File: src/rtl/hd44780_seq_pkg.sv
// Shared definitions for the HD44780 script sequencer: opcodes, field positions, FSM states.
package hd44780_seq_pkg;

    typedef enum logic [1:0] {
        OP_SEND  = 2'b00,
        OP_DELAY = 2'b01,
        OP_JUMP  = 2'b10,
        OP_STOP  = 2'b11
    } opcode_e;

    localparam int RS_BIT  = 8;
    localparam int NYB_BIT = 9;

    typedef enum logic [2:0] {
        ST_IDLE   = 3'd0,
        ST_FETCH  = 3'd1,
        ST_DECODE = 3'd2,
        ST_SEND   = 3'd3,
        ST_DELAY  = 3'd4
    } state_e;

    function automatic opcode_e word_op(input logic [15:0] word);
        return opcode_e'(word[15:14]);
    endfunction

endpackage

File: src/rtl/hd44780_delay_ctr.sv
// Down-counter for script DELAY words; expire flags the tick that takes the count from 1 to 0.
module hd44780_delay_ctr #(
    parameter int DLY_W = 14
) (
    input  logic             clk,
    input  logic             rst_n,
    input  logic             clr,
    input  logic             load,
    input  logic [DLY_W-1:0] load_val,
    input  logic             dec,
    output logic             expire
);

    logic [DLY_W-1:0] cnt_r;

    // Count register: clear beats load beats decrement; never decrements below zero.
    always_ff @(posedge clk or negedge rst_n) begin
        if (!rst_n) begin
            cnt_r <= '0;
        end else if (clr) begin
            cnt_r <= '0;
        end else if (load) begin
            cnt_r <= load_val;
        end else if (dec && (cnt_r != '0)) begin
            cnt_r <= cnt_r - DLY_W'(1);
        end else begin
            cnt_r <= cnt_r;
        end
    end

    assign expire = dec && (cnt_r == DLY_W'(1));

endmodule

File: src/rtl/hd44780_seq.sv
// HD44780 script sequencer: fetches 16-bit script words from a synchronous-read RAM and turns
// them into LCD write requests, tick delays, jumps and stop.
module hd44780_seq
    import hd44780_seq_pkg::*;
#(
    parameter int ADDR_W = 8,
    parameter int DATA_W = 16,
    parameter int DLY_W  = 14
) (
    input  logic              clk,
    input  logic              rst_n,
    input  logic              start,
    input  logic [ADDR_W-1:0] start_addr,
    input  logic              abort,
    input  logic              tick,
    output logic [ADDR_W-1:0] ram_raddr,
    input  logic [DATA_W-1:0] ram_dout,
    output logic              cmd_valid,
    input  logic              cmd_ready,
    output logic              cmd_rs,
    output logic              cmd_nyb,
    output logic [7:0]        cmd_data,
    output logic              busy,
    output logic              done
);

    state_e            state_r, state_nxt_s;
    logic [ADDR_W-1:0] raddr_r, raddr_nxt_s;
    logic              valid_r, valid_nxt_s;
    logic              rs_r, rs_nxt_s;
    logic              nyb_r, nyb_nxt_s;
    logic [7:0]        data_r, data_nxt_s;
    logic              busy_r;
    logic              done_r, done_nxt_s;
    logic              cnt_clr_s, cnt_load_s, cnt_dec_s, cnt_expire_s;
    logic [ADDR_W-1:0] raddr_inc_s;

    assign raddr_inc_s = raddr_r + ADDR_W'(1);

    hd44780_delay_ctr #(.DLY_W(DLY_W)) u_delay_ctr (
        .clk      (clk),
        .rst_n    (rst_n),
        .clr      (cnt_clr_s),
        .load     (cnt_load_s),
        .load_val (ram_dout[DLY_W-1:0]),
        .dec      (cnt_dec_s),
        .expire   (cnt_expire_s)
    );

    // Next-state and datapath decode; abort overrides every transition.
    always_comb begin
        state_nxt_s = state_r;
        raddr_nxt_s = raddr_r;
        valid_nxt_s = valid_r;
        rs_nxt_s    = rs_r;
        nyb_nxt_s   = nyb_r;
        data_nxt_s  = data_r;
        done_nxt_s  = 1'b0;
        cnt_clr_s   = 1'b0;
        cnt_load_s  = 1'b0;
        cnt_dec_s   = 1'b0;
        if (abort) begin
            state_nxt_s = ST_IDLE;
            valid_nxt_s = 1'b0;
            cnt_clr_s   = 1'b1;
        end else begin
            case (state_r)
                ST_IDLE: begin
                    if (start) begin
                        raddr_nxt_s = start_addr;
                        state_nxt_s = ST_FETCH;
                    end else begin
                        state_nxt_s = ST_IDLE;
                    end
                end
                ST_FETCH: begin
                    state_nxt_s = ST_DECODE;
                end
                ST_DECODE: begin
                    case (word_op(ram_dout[15:0]))
                        OP_SEND: begin
                            rs_nxt_s    = ram_dout[RS_BIT];
                            nyb_nxt_s   = ram_dout[NYB_BIT];
                            data_nxt_s  = ram_dout[7:0];
                            valid_nxt_s = 1'b1;
                            state_nxt_s = ST_SEND;
                        end
                        OP_DELAY: begin
                            if (ram_dout[DLY_W-1:0] == '0) begin
                                raddr_nxt_s = raddr_inc_s;
                                state_nxt_s = ST_FETCH;
                            end else begin
                                cnt_load_s  = 1'b1;
                                state_nxt_s = ST_DELAY;
                            end
                        end
                        OP_JUMP: begin
                            raddr_nxt_s = ADDR_W'(ram_dout[7:0]);
                            state_nxt_s = ST_FETCH;
                        end
                        OP_STOP: begin
                            done_nxt_s  = 1'b1;
                            state_nxt_s = ST_IDLE;
                        end
                        default: begin
                            state_nxt_s = ST_IDLE;
                        end
                    endcase
                end
                ST_SEND: begin
                    if (cmd_ready) begin
                        valid_nxt_s = 1'b0;
                        raddr_nxt_s = raddr_inc_s;
                        state_nxt_s = ST_FETCH;
                    end else begin
                        state_nxt_s = ST_SEND;
                    end
                end
                ST_DELAY: begin
                    cnt_dec_s = tick;
                    if (cnt_expire_s) begin
                        raddr_nxt_s = raddr_inc_s;
                        state_nxt_s = ST_FETCH;
                    end else begin
                        state_nxt_s = ST_DELAY;
                    end
                end
                default: begin
                    valid_nxt_s = 1'b0;
                    state_nxt_s = ST_IDLE;
                end
            endcase
        end
    end

    // State and output registers; busy is registered from the next state so it falls with done.
    always_ff @(posedge clk or negedge rst_n) begin
        if (!rst_n) begin
            state_r <= ST_IDLE;
            raddr_r <= '0;
            valid_r <= 1'b0;
            rs_r    <= 1'b0;
            nyb_r   <= 1'b0;
            data_r  <= 8'h00;
            busy_r  <= 1'b0;
            done_r  <= 1'b0;
        end else begin
            state_r <= state_nxt_s;
            raddr_r <= raddr_nxt_s;
            valid_r <= valid_nxt_s;
            rs_r    <= rs_nxt_s;
            nyb_r   <= nyb_nxt_s;
            data_r  <= data_nxt_s;
            busy_r  <= (state_nxt_s != ST_IDLE);
            done_r  <= done_nxt_s;
        end
    end

    assign ram_raddr = raddr_r;
    assign cmd_valid = valid_r;
    assign cmd_rs    = rs_r;
    assign cmd_nyb   = nyb_r;
    assign cmd_data  = data_r;
    assign busy      = busy_r;
    assign done      = done_r;

endmodule
File: config.mk
export PLATFORM = sky130hd
export DESIGN_NAME = hd44780_seq
export DESIGN_NICKNAME = d
export VERILOG_FILES = /design/src/rtl/hd44780_seq_pkg.sv /design/src/rtl/hd44780_delay_ctr.sv /design/src/rtl/hd44780_seq.sv
export SDC_FILE = /design/constraint.sdc
export NUM_CORES = 1
export LEC_CHECK = 0
export ABC_AREA = 1
export ABC_CLOCK_PERIOD_IN_PS = 1910
export CORE_AREA = 2 2 87 89
export DETAILED_ROUTE_END_ITERATION = 8
export DIE_AREA = 0 0 89 91
export DONT_BUFFER_PORTS = 1
export GPL_TIMING_DRIVEN = 0
export MAX_ROUTING_LAYER = met4
export PLACE_DENSITY = 0.64
export SYNTH_ARGS = -nofsm -noshare
export SYNTH_HDL_FRONTEND = slang
export SYNTH_SLANG_ARGS = --single-unit
File: constraint.sdc
create_clock -name clk -period 1.91 [get_ports clk]
set_input_delay 0.191 -clock clk [delete_from_list [all_inputs] [get_ports clk]]
set_output_delay 0.191 -clock clk [all_outputs]
set_load 0.005 [all_outputs]
==> results of run 1 <==
kinds of logic (layout without fill, tap and decap cells):
| group | count (synthesis) | in the layout | share of synthesized area (%) |
|---|---|---|---|
| DFF | 38 | 38 | 35.4 |
| xor gates and xnor gates | 10 | 10 | 3.26 |
| and+or+nand+nor | 275 | 275 | 45.7 |
| buffers and inverters | 46 | 56 | 7.49 |
| AOI/OAI and AO/OA | 17 | 17 | 4.19 |
| adders and majority gates | 4 | 4 | 1.86 |
| muxes | 5 | 5 | 2.09 |
final timing paths:
path | from | end | depth (start not counted)
worst max-delay path | u_delay_ctr.cnt_r[5] | u_delay_ctr.cnt_r[13] | 8
worst min-delay path | ram_dout[15] | done | 2
worst max register to register | u_delay_ctr.cnt_r[5] | u_delay_ctr.cnt_r[13] | 8
worst min register to register | cmd_nyb | cmd_nyb | 2
max in group asynchronous | rst_n | u_delay_ctr.cnt_r[7] | 2
min in group asynchronous | rst_n | u_delay_ctr.cnt_r[1] | 2
layer usage:
layer  vias up  wire length, microns  part of all wire, %
li1       1290                     -                    -
met1      1118                  3150                   46
met2        74                  3100                   45
met3         7                   515                  7.5
met4         0                    72                  1.1
met5         -                     0                    0
stage by stage:
stage / power [W] / setup slack (ns) / cells
after floorplan: 0.00156 / 0.513 / 395
after global placement: 0.00167 / 0.280 / 494
after detailed placement: 0.00169 / 0.261 / 494
after CTS: 0.00225 / 0.251 / 504
after global routing: 0.00240 / 0.0291 / 504
final: 0.00222 / 0.240 / 504
critical path, cell delays in order (launching register included):
cell	delay, ns
sky130_fd_sc_hd__dfrtp_1	0.43
sky130_fd_sc_hd__nor2_1	0.23
sky130_fd_sc_hd__nand2_1	0.15
sky130_fd_sc_hd__nor2_1	0.11
sky130_fd_sc_hd__nand2_1	0.11
sky130_fd_sc_hd__nand2_4	0.13
sky130_fd_sc_hd__buf_2	0.26
sky130_fd_sc_hd__nand4_1	0.12
sky130_fd_sc_hd__nand2_1	0.09
flip-flops by register name, indices dropped and copies added, names as in the netlist:
name / count
cmd_rs: 1
cmd_data: 8
ram_raddr: 8
state_r: 3
done: 1
cmd_valid: 1
busy: 1
u_delay_ctr.cnt_r: 14
cmd_nyb: 1
what timing repair did:
item                       CTS  global route
buffers inserted             0             0
setup endpoints to repair    0             0
hold buffers                 3             0
hold endpoints to repair    39             0
synthesized netlist by cell type, types with 2 or more instances:
master,number,area share [%]
sky130_fd_sc_hd__a21oi_1,4,0.74
sky130_fd_sc_hd__a22oi_1,3,0.84
sky130_fd_sc_hd__buf_1,3,0.42
sky130_fd_sc_hd__buf_2,5,0.93
sky130_fd_sc_hd__buf_6,3,1.3
sky130_fd_sc_hd__clkbuf_1,2,0.28
sky130_fd_sc_hd__dfrtp_1,38,35
sky130_fd_sc_hd__ha_1,4,1.9
sky130_fd_sc_hd__inv_1,31,4.3
sky130_fd_sc_hd__inv_2,2,0.28
sky130_fd_sc_hd__mux2_2,5,2.1
sky130_fd_sc_hd__nand2_1,163,23
sky130_fd_sc_hd__nand2_2,3,0.70
sky130_fd_sc_hd__nand3_1,25,4.7
sky130_fd_sc_hd__nand3_2,3,1.1
sky130_fd_sc_hd__nand3b_1,4,1.1
sky130_fd_sc_hd__nand4_1,31,7.2
sky130_fd_sc_hd__nor2_1,37,5.2
sky130_fd_sc_hd__nor2_2,3,0.70
sky130_fd_sc_hd__nor2_4,2,0.84
sky130_fd_sc_hd__o21ai_0,2,0.37
sky130_fd_sc_hd__o21ai_1,5,0.93
sky130_fd_sc_hd__xnor2_1,4,1.3
sky130_fd_sc_hd__xor2_1,6,2.0
power by group:
part	internal [W]	switching, W	leakage, nW
sequential	0.000920	0.000131	0.506
clock	0.000250	0.000275	0.0373
combinational	0.000259	0.000383	1.07
total	0.00143	0.000789	1.61
cell type report:
| type | instances | area share, % |
|---|---|---|
| Buffer | 13 | 2.65 |
| Clock buffer | 6 | 2.47 |
| Clock inverter | 1 | 0.256 |
| Inverter | 33 | 4.22 |
| Multi-Input combinational cell | 311 | 52.4 |
| Sequential cell | 38 | 32.4 |
| Tap cell | 99 | 4.22 |
| Timing Repair Buffer | 3 | 1.37 |
layout by cell type (no fill, tap or decap), types with 4 or more instances in the layout:
| cell type | netlist | routed |
|---|---|---|
| sky130_fd_sc_hd__nand2_1 | 163 | 163 |
| sky130_fd_sc_hd__dfrtp_1 | 38 | 38 |
| sky130_fd_sc_hd__nor2_1 | 37 | 37 |
| sky130_fd_sc_hd__inv_1 | 31 | 31 |
| sky130_fd_sc_hd__nand4_1 | 31 | 31 |
| sky130_fd_sc_hd__nand3_1 | 25 | 25 |
| sky130_fd_sc_hd__xor2_1 | 6 | 6 |
| sky130_fd_sc_hd__buf_2 | 5 | 5 |
| sky130_fd_sc_hd__mux2_2 | 5 | 5 |
| sky130_fd_sc_hd__o21ai_1 | 5 | 5 |
| sky130_fd_sc_hd__clkbuf_8 | 0 | 5 |
| sky130_fd_sc_hd__a21oi_1 | 4 | 4 |
| sky130_fd_sc_hd__nand3b_1 | 4 | 4 |
| sky130_fd_sc_hd__xnor2_1 | 4 | 4 |
| sky130_fd_sc_hd__ha_1 | 4 | 4 |
==> results.ini, run 1 <==
[synthesis]
synth.yosys.warnings = 0
number_of_synthesized_flops_with_an_enable_pin = 0
asyncSetResetFlopFracSynth_pct = 100
post_synth.cell_area_avg_sq_um = 6.81
synth_seq_cells = 38
synthFlopType = sky130_fd_sc_hd__dfrtp_1
ys_types = 31
ys_seq_area_share_pct = 35.4
postSynthNetCount = 429
syn_area_sq_um = 2690
post_synth_inst_count = 395

[finish]
area.sequential_sq_um = 951
fillers = 782
final_cell_area_sq_um = 2930
diodes = 0
flow.area_growth_from_synthesis_pct = 9.07
multi_input_area_sq_um = 1540
final_util_pct = 41.1
num-nets-final = 439
layout-drive-gt1-share_pct = 9.14

[flow_run]
cap_violations = 0

[global_routing]
grt_overflow_total = 0
grt_antenna_before_repair = 0
grtUsageMet3_pct = 4.82
grt_pass1_wl_microns = 11300
grt_start_max_net_pins = 39
met1_usage_pct = 24.0
groute.layer.met2.usage_pct = 28.0
vias_in_the_first_global_route = 2369
grt_usage_pct = 18.2
grt.busiest_layer = met2

[sta]
skew_ns = 0.00625
fin_hold_ws_ns = 0.0464
timing.setup.tns_ns = 0
setup_viol = 0
achievable-frequency_ghz = 0.599
final_period_minus_worst_setup_slack_ns = 1.67
hold_viol = 0
grt_setup_unrepaired = no
relative_slew_slack_pct = 62.8
worst-slew-pin-transition_ns = 0.557
slew_viol_final = 0
min_period_over_period_pct = 87.4

[routing]
remaining_drc_errors = 0
drt_pre_antenna_iters = 4
final_antenna_net_count = 0
vias = 2489
wl_per_cell_microns = 13.6
viasPerCell = 4.94
iter_0_drt_violations = 93
wirelength_microns = 6840

[cts]
cts_max_level = 2
cts_num_sinks = 38
cts_resized = 0
cts.reportedPaths.clkPinSlew_ns = 0.07
cts_tree = done
cts_buffer_depth = 2
clk_root_buffer_cell = sky130_fd_sc_hd__clkbuf_8
inserted_clock_buffers = 5
clk-insertion-delay-late_ns = 0.29

[setup_path]
worstSetupEndpointType = register
worstSetupPathType = reg -> reg
critical_path_required_ns = 2.13
worst_ep_arrival_time_ns = 1.89
reg2reg_slack_ns = 0.24
critPathLaunchType = register
crit_fanout = 10

[placed_design]
dp_hpwl_microns = 5140
dpl-instance-area_sq_um = 2810
place.gp.congestion = 0.893
io_buffer_count = 0

[floorplanning]
floorplan.rows = 31
core_region_area_sq_um = 7140
design.die.area_sq_um = 8100
initial_util_pct = 37.7
die_width_microns = 89
pin_count = 51
die_h_microns = 91

[status]
outcome = finished clean

[power]
power_per_cell_area_nw_per_um2 = 757
p_leak_nw = 1.61
peakVddDrop_mv = 0.433

[worst_hold_path]
worst_hold_path_type = in -> reg

Power figures use the tool's default switching activity.
==> run 2, diff against run 1 <==
--- a/config.mk
+++ b/config.mk
@@ -7,13 +7,13 @@
 export LEC_CHECK = 0
 export ABC_AREA = 1
 export ABC_CLOCK_PERIOD_IN_PS = 1910
-export CORE_AREA = 2 2 87 89
+export CORE_AREA = 2 2 98 100
 export DETAILED_ROUTE_END_ITERATION = 8
-export DIE_AREA = 0 0 89 91
+export DIE_AREA = 0 0 100 102
 export DONT_BUFFER_PORTS = 1
 export GPL_TIMING_DRIVEN = 0
 export MAX_ROUTING_LAYER = met4
-export PLACE_DENSITY = 0.64
+export PLACE_DENSITY = 0.55
 export SYNTH_ARGS = -nofsm -noshare
 export SYNTH_HDL_FRONTEND = slang
 export SYNTH_SLANG_ARGS = --single-unit
==> run 2 against run 1 <==
Compared with the run above:
- count of clock-buffer cells in the layout unchanged
- sequential cell count unchanged
- highest routed layer unchanged
- core utilization down 8.5 points
- first-iteration DRC count up 48%
- largest power group unchanged
- setup slack worse by 0.027 ns
- cell count up 2.6%
- register-to-register slack worse by 0.03 ns
- design area up 1.1%
- clock skew about the same
- clock power up 15%
- power up 3.9%
==> results.ini, run 2 (synthesis gave the netlist of run 1 again) <==
[status]
outcome = finished clean

[cts]
inserted_clock_buffers = 5  ; unchanged
cts_tree = done
cts_num_sinks = 38  ; unchanged
cts_buffer_depth = 2  ; unchanged
clk_root_buffer_cell = sky130_fd_sc_hd__clkbuf_8
cts.reportedPaths.clkPinSlew_ns = 0.08  ; about the same
post_cts_buffers = 0  ; unchanged
clk-insertion-delay-late_ns = 0.30  ; about the same
cts_max_level = 2  ; unchanged

[routing]
remaining_drc_errors = 0  ; unchanged
wl_per_cell_microns = 14.5  ; +7.1%
viasPerCell = 4.96  ; +0.42%
wirelength_microns = 7520  ; +9.9%
vias = 2564  ; +3.0%
final_antenna_net_count = 0  ; unchanged
drt_pre_antenna_iters = 4  ; unchanged
iter_0_drt_violations = 138  ; +48%

[global_routing]
grt_antenna_before_repair = 0  ; unchanged
grt_overflow_total = 0  ; unchanged
grt_pass1_wl_microns = 12800  ; +13%
grt_start_max_net_pins = 39  ; unchanged
grt_usage_pct = 16.3  ; -2.0 points
vias_in_the_first_global_route = 2483  ; +4.8%

[power]
comb_power_share_pct = 27.9  ; -1.0 points
power_per_cell_area_nw_per_um2 = 778  ; +2.8%
design_power_total_w = 0.00231  ; +3.9%
p_sw_share_pct = 36.3  ; +0.73 points
share_clk_of_total_power_pct = 26.3  ; +2.6 points
p_leak_nw = 1.62  ; +0.67%
power.net_switching_w = 0.000837  ; +6.1%
peakVddDrop_mv = 0.397  ; -8.4%
power_report.internal_total_w = 0.00147  ; +2.8%
power.share.sequential_pct = 45.8  ; -1.6 points

[sta]
slew_viol_final = 0  ; unchanged
achievable-frequency_ghz = 0.589  ; -1.6%
skew_ns = 0.00580  ; -0.000451 ns
worst-slew-pin-transition_ns = 0.525  ; -0.0324 ns
min_period_over_period_pct = 88.8  ; +1.4 points
relative_slew_slack_pct = 65.0  ; +2.2 points
fin_hold_ws_ns = 0.0359  ; -0.0104 ns
final_period_minus_worst_setup_slack_ns = 1.70  ; +0.0270 ns
setup_viol = 0  ; unchanged
hold_viol = 0  ; unchanged
grt_setup_unrepaired = no
timing.setup.tns_ns = 0  ; unchanged

[setup_path]
crit_family = simple AND/OR/NAND/NOR gates
path_common_cell = sky130_fd_sc_hd__nand2_1
timing.critical_path.cells = nor2_1, nand2_1, nor2_1, nand2_1, nand2_4, buf_2, nand4_1, nand2_1
worst_path_max_delay_cell = sky130_fd_sc_hd__dfrtp_1
worst_ep_arrival_time_ns = 1.93  ; +0.04 ns
critical_path.n_buffers_inverters = 1  ; unchanged
critical_path_required_ns = 2.15  ; +0.02 ns
critical-path-max-stage-delay_ns = 0.44  ; about the same
worstSetupEndpointType = register
worstSetupPathType = reg -> reg
crit_fanout = 10  ; unchanged
reg2reg_slack_ns = 0.21  ; -0.03 ns
critPathLaunchType = register

[floorplanning]
design.die.area_sq_um = 10200  ; +26%
floorplan.rows = 35  ; +13%
core_region_area_sq_um = 9110  ; +28%
initial_util_pct = 29.5  ; -8.2 points
die_width_microns = 100  ; +12%
pin_count = 51  ; unchanged
die_h_microns = 102  ; +12%

[finish]
final_util_pct = 32.6  ; -8.5 points
layout-drive-gt1-share_pct = 9.85  ; +0.72 points
flow.area_growth_from_synthesis_pct = 10.3
layout_common_cells = 163 x sky130_fd_sc_hd__nand2_1, 38 x sky130_fd_sc_hd__dfrtp_1, 36 x sky130_fd_sc_hd__nor2_1, 31 x sky130_fd_sc_hd__inv_1, 31 x sky130_fd_sc_hd__nand4_1
flip_flop_count_of_the_largest_register_all_copies_and_words_added = 14  ; unchanged
num-nets-final = 439  ; unchanged
largest_register = u_delay_ctr.cnt_r
diodes = 0  ; unchanged
layout_commonest_cell = sky130_fd_sc_hd__nand2_1

[placed_design]
io_buffer_count = 0  ; unchanged
place.gp.congestion = 0.894  ; +0.12%
dp_hpwl_microns = 5630  ; +9.5%

[flow_run]
cap_violations = 0  ; unchanged

[worst_hold_path]
worst_hold_path_type = in -> reg

==> run 2: changes by cell type in the layout (fill, tap and decap cells not counted) <==
cell,delta
sky130_fd_sc_hd__clkbuf_1,-1
sky130_fd_sc_hd__clkbuf_8,+1
sky130_fd_sc_hd__clkinv_2,+1
sky130_fd_sc_hd__nor2_1,-1
sky130_fd_sc_hd__nor2_2,+1
==> run 2: timing repair <==
action / CTS / global route
resized for setup: 0 / 1
hold buffers: 3 / 0
hold endpoints to repair: 39 / 0
setup endpoints to repair: 0 / 3
==> run 2: layout make-up <==
class | instances | area (sq um)
Multi-Input combinational cell | 311 | 1540
Timing Repair Buffer | 3 | 40.0
Inverter | 33 | 124
Clock inverter | 2 | 12.5
Fill cell | 1015 | 6140
Tap cell | 111 | 139
Sequential cell | 38 | 951
Clock buffer | 6 | 82.6
Buffer | 13 | 77.6
==> run 2: final timing paths <==
kind / from / endpoint / cells past startpoint
min: ram_dout[3] / cmd_data[3] / 1
max in group asynchronous: rst_n / ram_raddr[7] / 2
min in group asynchronous: rst_n / u_delay_ctr.cnt_r[4] / 2
max: u_delay_ctr.cnt_r[5] / u_delay_ctr.cnt_r[13] / 8
max reg2reg: u_delay_ctr.cnt_r[5] / u_delay_ctr.cnt_r[13] / 8
min reg2reg: cmd_data[5] / cmd_data[5] / 2
==> run 2: power by group through the flow <==
stage	logic (W)	clock network [W]	registers, W
floorplan	0.000522	0	0.00103
global placement	0.000613	0	0.00107
detailed placement	0.000623	0	0.00108
CTS	0.000652	0.000625	0.00106
global route	0.000763	0.000654	0.00107
finish	0.000644	0.000606	0.00106
==> run 2: metal layers <==
layer,up-vias,GRT usage (%),share of wire [%]
met1,1190,21.1,46
met4,0,5.69,1.4
met5,-,-,0
li1,1297,-,-
met2,70,25.0,46
met3,7,3.90,6.3
==> run 2: through the flow <==
stage / cells / instance area (sq um) / setup WS [ns]
CTS: 517 / 2960 / 0.196
global placement: 506 / 2830 / 0.233
global route: 517 / 2970 / 0.0544
finish: 517 / 2970 / 0.213
floorplan: 395 / 2690 / 0.513
detailed placement: 506 / 2830 / 0.206
==> run 3, diff against run 2 <==
--- a/config.mk
+++ b/config.mk
@@ -7,9 +7,9 @@
 export LEC_CHECK = 0
 export ABC_AREA = 1
 export ABC_CLOCK_PERIOD_IN_PS = 1910
-export CORE_AREA = 2 2 98 100
+export CORE_AREA = 2 2 94 105
 export DETAILED_ROUTE_END_ITERATION = 8
-export DIE_AREA = 0 0 100 102
+export DIE_AREA = 0 0 96 107
 export DONT_BUFFER_PORTS = 1
 export GPL_TIMING_DRIVEN = 0
 export MAX_ROUTING_LAYER = met4
==> run 3 against run 2 <==
Compared with the run above:
- die area up 0.71%
- register-to-register slack better by 0.02 ns
- via count down 1.3%
- non-clock buffer count unchanged
- cell count grew 1.2%
- core utilization increased by 0.18 points
- critical path depth unchanged
- clock skew up 0.0029 ns
- setup slack better by 0.019 ns
- combinational power barely moved
- critical endpoint unchanged
==> results.ini, run 3 (synthesis gave the netlist of run 1 again) <==
[global_routing]
grt_pass1_wl_microns = 12800  ; +0.32%
grt_usage_pct = 16.4  ; +0.084 points
grt_antenna_before_repair = 0  ; unchanged
vias_in_the_first_global_route = 2496  ; +0.52%
grt_overflow_total = 0  ; unchanged
grt_start_max_net_pins = 39  ; unchanged

[routing]
remaining_drc_errors = 0  ; unchanged
vias = 2530  ; -1.3%
wirelength_microns = 7450  ; -0.88%
drt_pre_antenna_iters = 4  ; unchanged
final_antenna_net_count = 0  ; unchanged
iter_0_drt_violations = 190  ; +38%
wl_per_cell_microns = 14.2  ; -2.0%
viasPerCell = 4.84  ; -2.5%

[finish]
post_layout_nonfiller_instances = 523  ; +1.2%
num-nets-final = 439  ; unchanged
final_util_pct = 32.7  ; +0.18 points
layout_commonest_cell = sky130_fd_sc_hd__nand2_1
layout-drive-gt1-share_pct = 9.85  ; unchanged
diodes = 0  ; unchanged
flip_flop_count_of_the_largest_register_all_copies_and_words_added = 14  ; unchanged
flow.area_growth_from_synthesis_pct = 12.1
largest_register = u_delay_ctr.cnt_r
layout_common_cells = 163 x sky130_fd_sc_hd__nand2_1, 38 x sky130_fd_sc_hd__dfrtp_1, 36 x sky130_fd_sc_hd__nor2_1, 31 x sky130_fd_sc_hd__inv_1, 31 x sky130_fd_sc_hd__nand4_1

[floorplanning]
die_width_microns = 96  ; -4.0%
core_region_area_sq_um = 9210  ; +1.1%
pin_count = 51  ; unchanged
floorplan.rows = 37  ; +5.7%
initial_util_pct = 29.2  ; -0.33 points
die_h_microns = 107  ; +4.9%
design.die.area_sq_um = 10300  ; +0.71%

[cts]
inserted_clock_buffers = 5  ; unchanged
cts_tree = done
cts_max_level = 2  ; unchanged
cts_num_sinks = 38  ; unchanged
clk_root_buffer_cell = sky130_fd_sc_hd__clkbuf_8
cts_buffer_depth = 2  ; unchanged
cts.reportedPaths.clkPinSlew_ns = 0.09  ; about the same
post_cts_buffers = 0  ; unchanged
clk-insertion-delay-late_ns = 0.30  ; about the same

[sta]
timing.setup.tns_ns = 0  ; unchanged
hold_viol = 0  ; unchanged
skew_ns = 0.00872  ; +0.00293 ns
setup_viol = 0  ; unchanged
min_period_over_period_pct = 87.8  ; -1.0 points
fin_hold_ws_ns = 0.0338  ; -0.00212 ns
achievable-frequency_ghz = 0.596  ; +1.2%
final_period_minus_worst_setup_slack_ns = 1.68  ; -0.0194 ns
relative_slew_slack_pct = 60.8  ; -4.2 points
slew_viol_final = 0  ; unchanged
grt_setup_unrepaired = no
fin_ws_ns = 0.232  ; +0.0194 ns
worst-slew-pin-transition_ns = 0.588  ; +0.0625 ns

[setup_path]
worstSetupPathType = reg -> reg
critical_path_endpoint = u_delay_ctr.cnt_r[13]
crit_fanout = 10  ; unchanged
critical_path_required_ns = 2.15  ; about the same
worstRegToRegCells = 8  ; unchanged
reg2reg_slack_ns = 0.23  ; +0.02 ns
worstReg2RegEnd = u_delay_ctr.cnt_r[13]
critPathLaunchType = register
startpoint = u_delay_ctr.cnt_r[5]
worst_ep_arrival_time_ns = 1.91  ; -0.02 ns
timing.rr.start = u_delay_ctr.cnt_r[5]
worstSetupEndpointType = register

[placed_design]
dp_worst_setup_slack_ns = 0.220  ; +0.0147 ns
dp_hpwl_microns = 5630  ; about the same
place.detailed.instances = 512  ; +1.2%
io_buffer_count = 0  ; unchanged
place.gp.congestion = 0.882  ; -1.3%

[worst_hold_path]
worst_hold_path_type = in -> reg

[power]
power_per_cell_area_nw_per_um2 = 846  ; +8.7%
peakVddDrop_mv = 0.532  ; +34%
p_leak_nw = 1.65  ; +1.3%

[flow_run]
cap_violations = 0  ; unchanged

[status]
outcome = finished clean

==> run 3: cell count changes in the layout (fill, tap and decap cells not counted) <==
cell | previous run | this run
sky130_fd_sc_hd__clkinv_2 | 1 | 0
sky130_fd_sc_hd__clkinvlp_4 | 1 | 0
sky130_fd_sc_hd__bufinv_16 | 0 | 2
sky130_fd_sc_hd__clkinv_4 | 0 | 1
sky130_fd_sc_hd__clkbuf_8 | 6 | 5
==> run 3: final cells by class <==
| type | count | area, sq um |
|---|---|---|
| Fill cell | 990 | 6200 |
| Multi-Input combinational cell | 311 | 1540 |
| Sequential cell | 38 | 951 |
| Tap cell | 117 | 146 |
| Inverter | 33 | 124 |
| Buffer | 13 | 77.6 |
| Clock buffer | 5 | 68.8 |
| Clock inverter | 3 | 68.8 |
| Timing Repair Buffer | 3 | 40.0 |
==> run 3: report_power, final <==
group | switching [W] | total (W) | internal [W]
logic | 0.000389 | 0.000647 | 0.000259
registers | 0.000140 | 0.00106 | 0.000920
clock network | 0.000319 | 0.000843 | 0.000524
total | 0.000848 | 0.00255 | 0.00170
==> run 3: metrics by stage <==
| step | total power, W | cell area (sq um) |
|---|---|---|
| floorplan | 0.00156 | 2690 |
| global placement | 0.00169 | 2840 |
| detailed placement | 0.00170 | 2840 |
| CTS | 0.00258 | 3010 |
| global route | 0.00273 | 3020 |
| finish | 0.00255 | 3020 |
==> run 3: timing repair <==
item	CTS	global route
setup endpoints to repair	0	2
resized for setup	0	1
endpoints found under the hold margin	39	0
hold buffers	3	0
==> run 3: worst max-delay path: stages (launching register included) <==
cell,delay (ns)
sky130_fd_sc_hd__dfrtp_1,0.42
sky130_fd_sc_hd__nor2_1,0.24
sky130_fd_sc_hd__nand2_1,0.15
sky130_fd_sc_hd__nor2_1,0.11
sky130_fd_sc_hd__nand2_1,0.10
sky130_fd_sc_hd__nand2_4,0.12
sky130_fd_sc_hd__buf_2,0.26
sky130_fd_sc_hd__nand4_1,0.12
sky130_fd_sc_hd__nand2_1,0.09
==> run 3: worst min-delay path by stage <==
stage | start | depth (start not counted) | slack, ns | to
floorplan | rst_n | 0 | -0.10 | busy
global placement | rst_n | 0 | -0.10 | u_delay_ctr.cnt_r[9]
detailed placement | rst_n | 0 | -0.10 | u_delay_ctr.cnt_r[9]
CTS | ram_dout[6] | 1 | 0.03 | cmd_data[6]
global route | ram_dout[2] | 1 | 0.02 | cmd_data[2]
finish | ram_dout[6] | 1 | 0.03 | cmd_data[6]
==> run 3: per-layer routing <==
layer	GRT usage [%]	routed length, microns	vias to the layer above
met5	-	0	-
li1	-	-	1289
met2	27.2	3610	89
met3	3.37	477	9
met4	3.57	91	0
met1	20.4	3270	1143
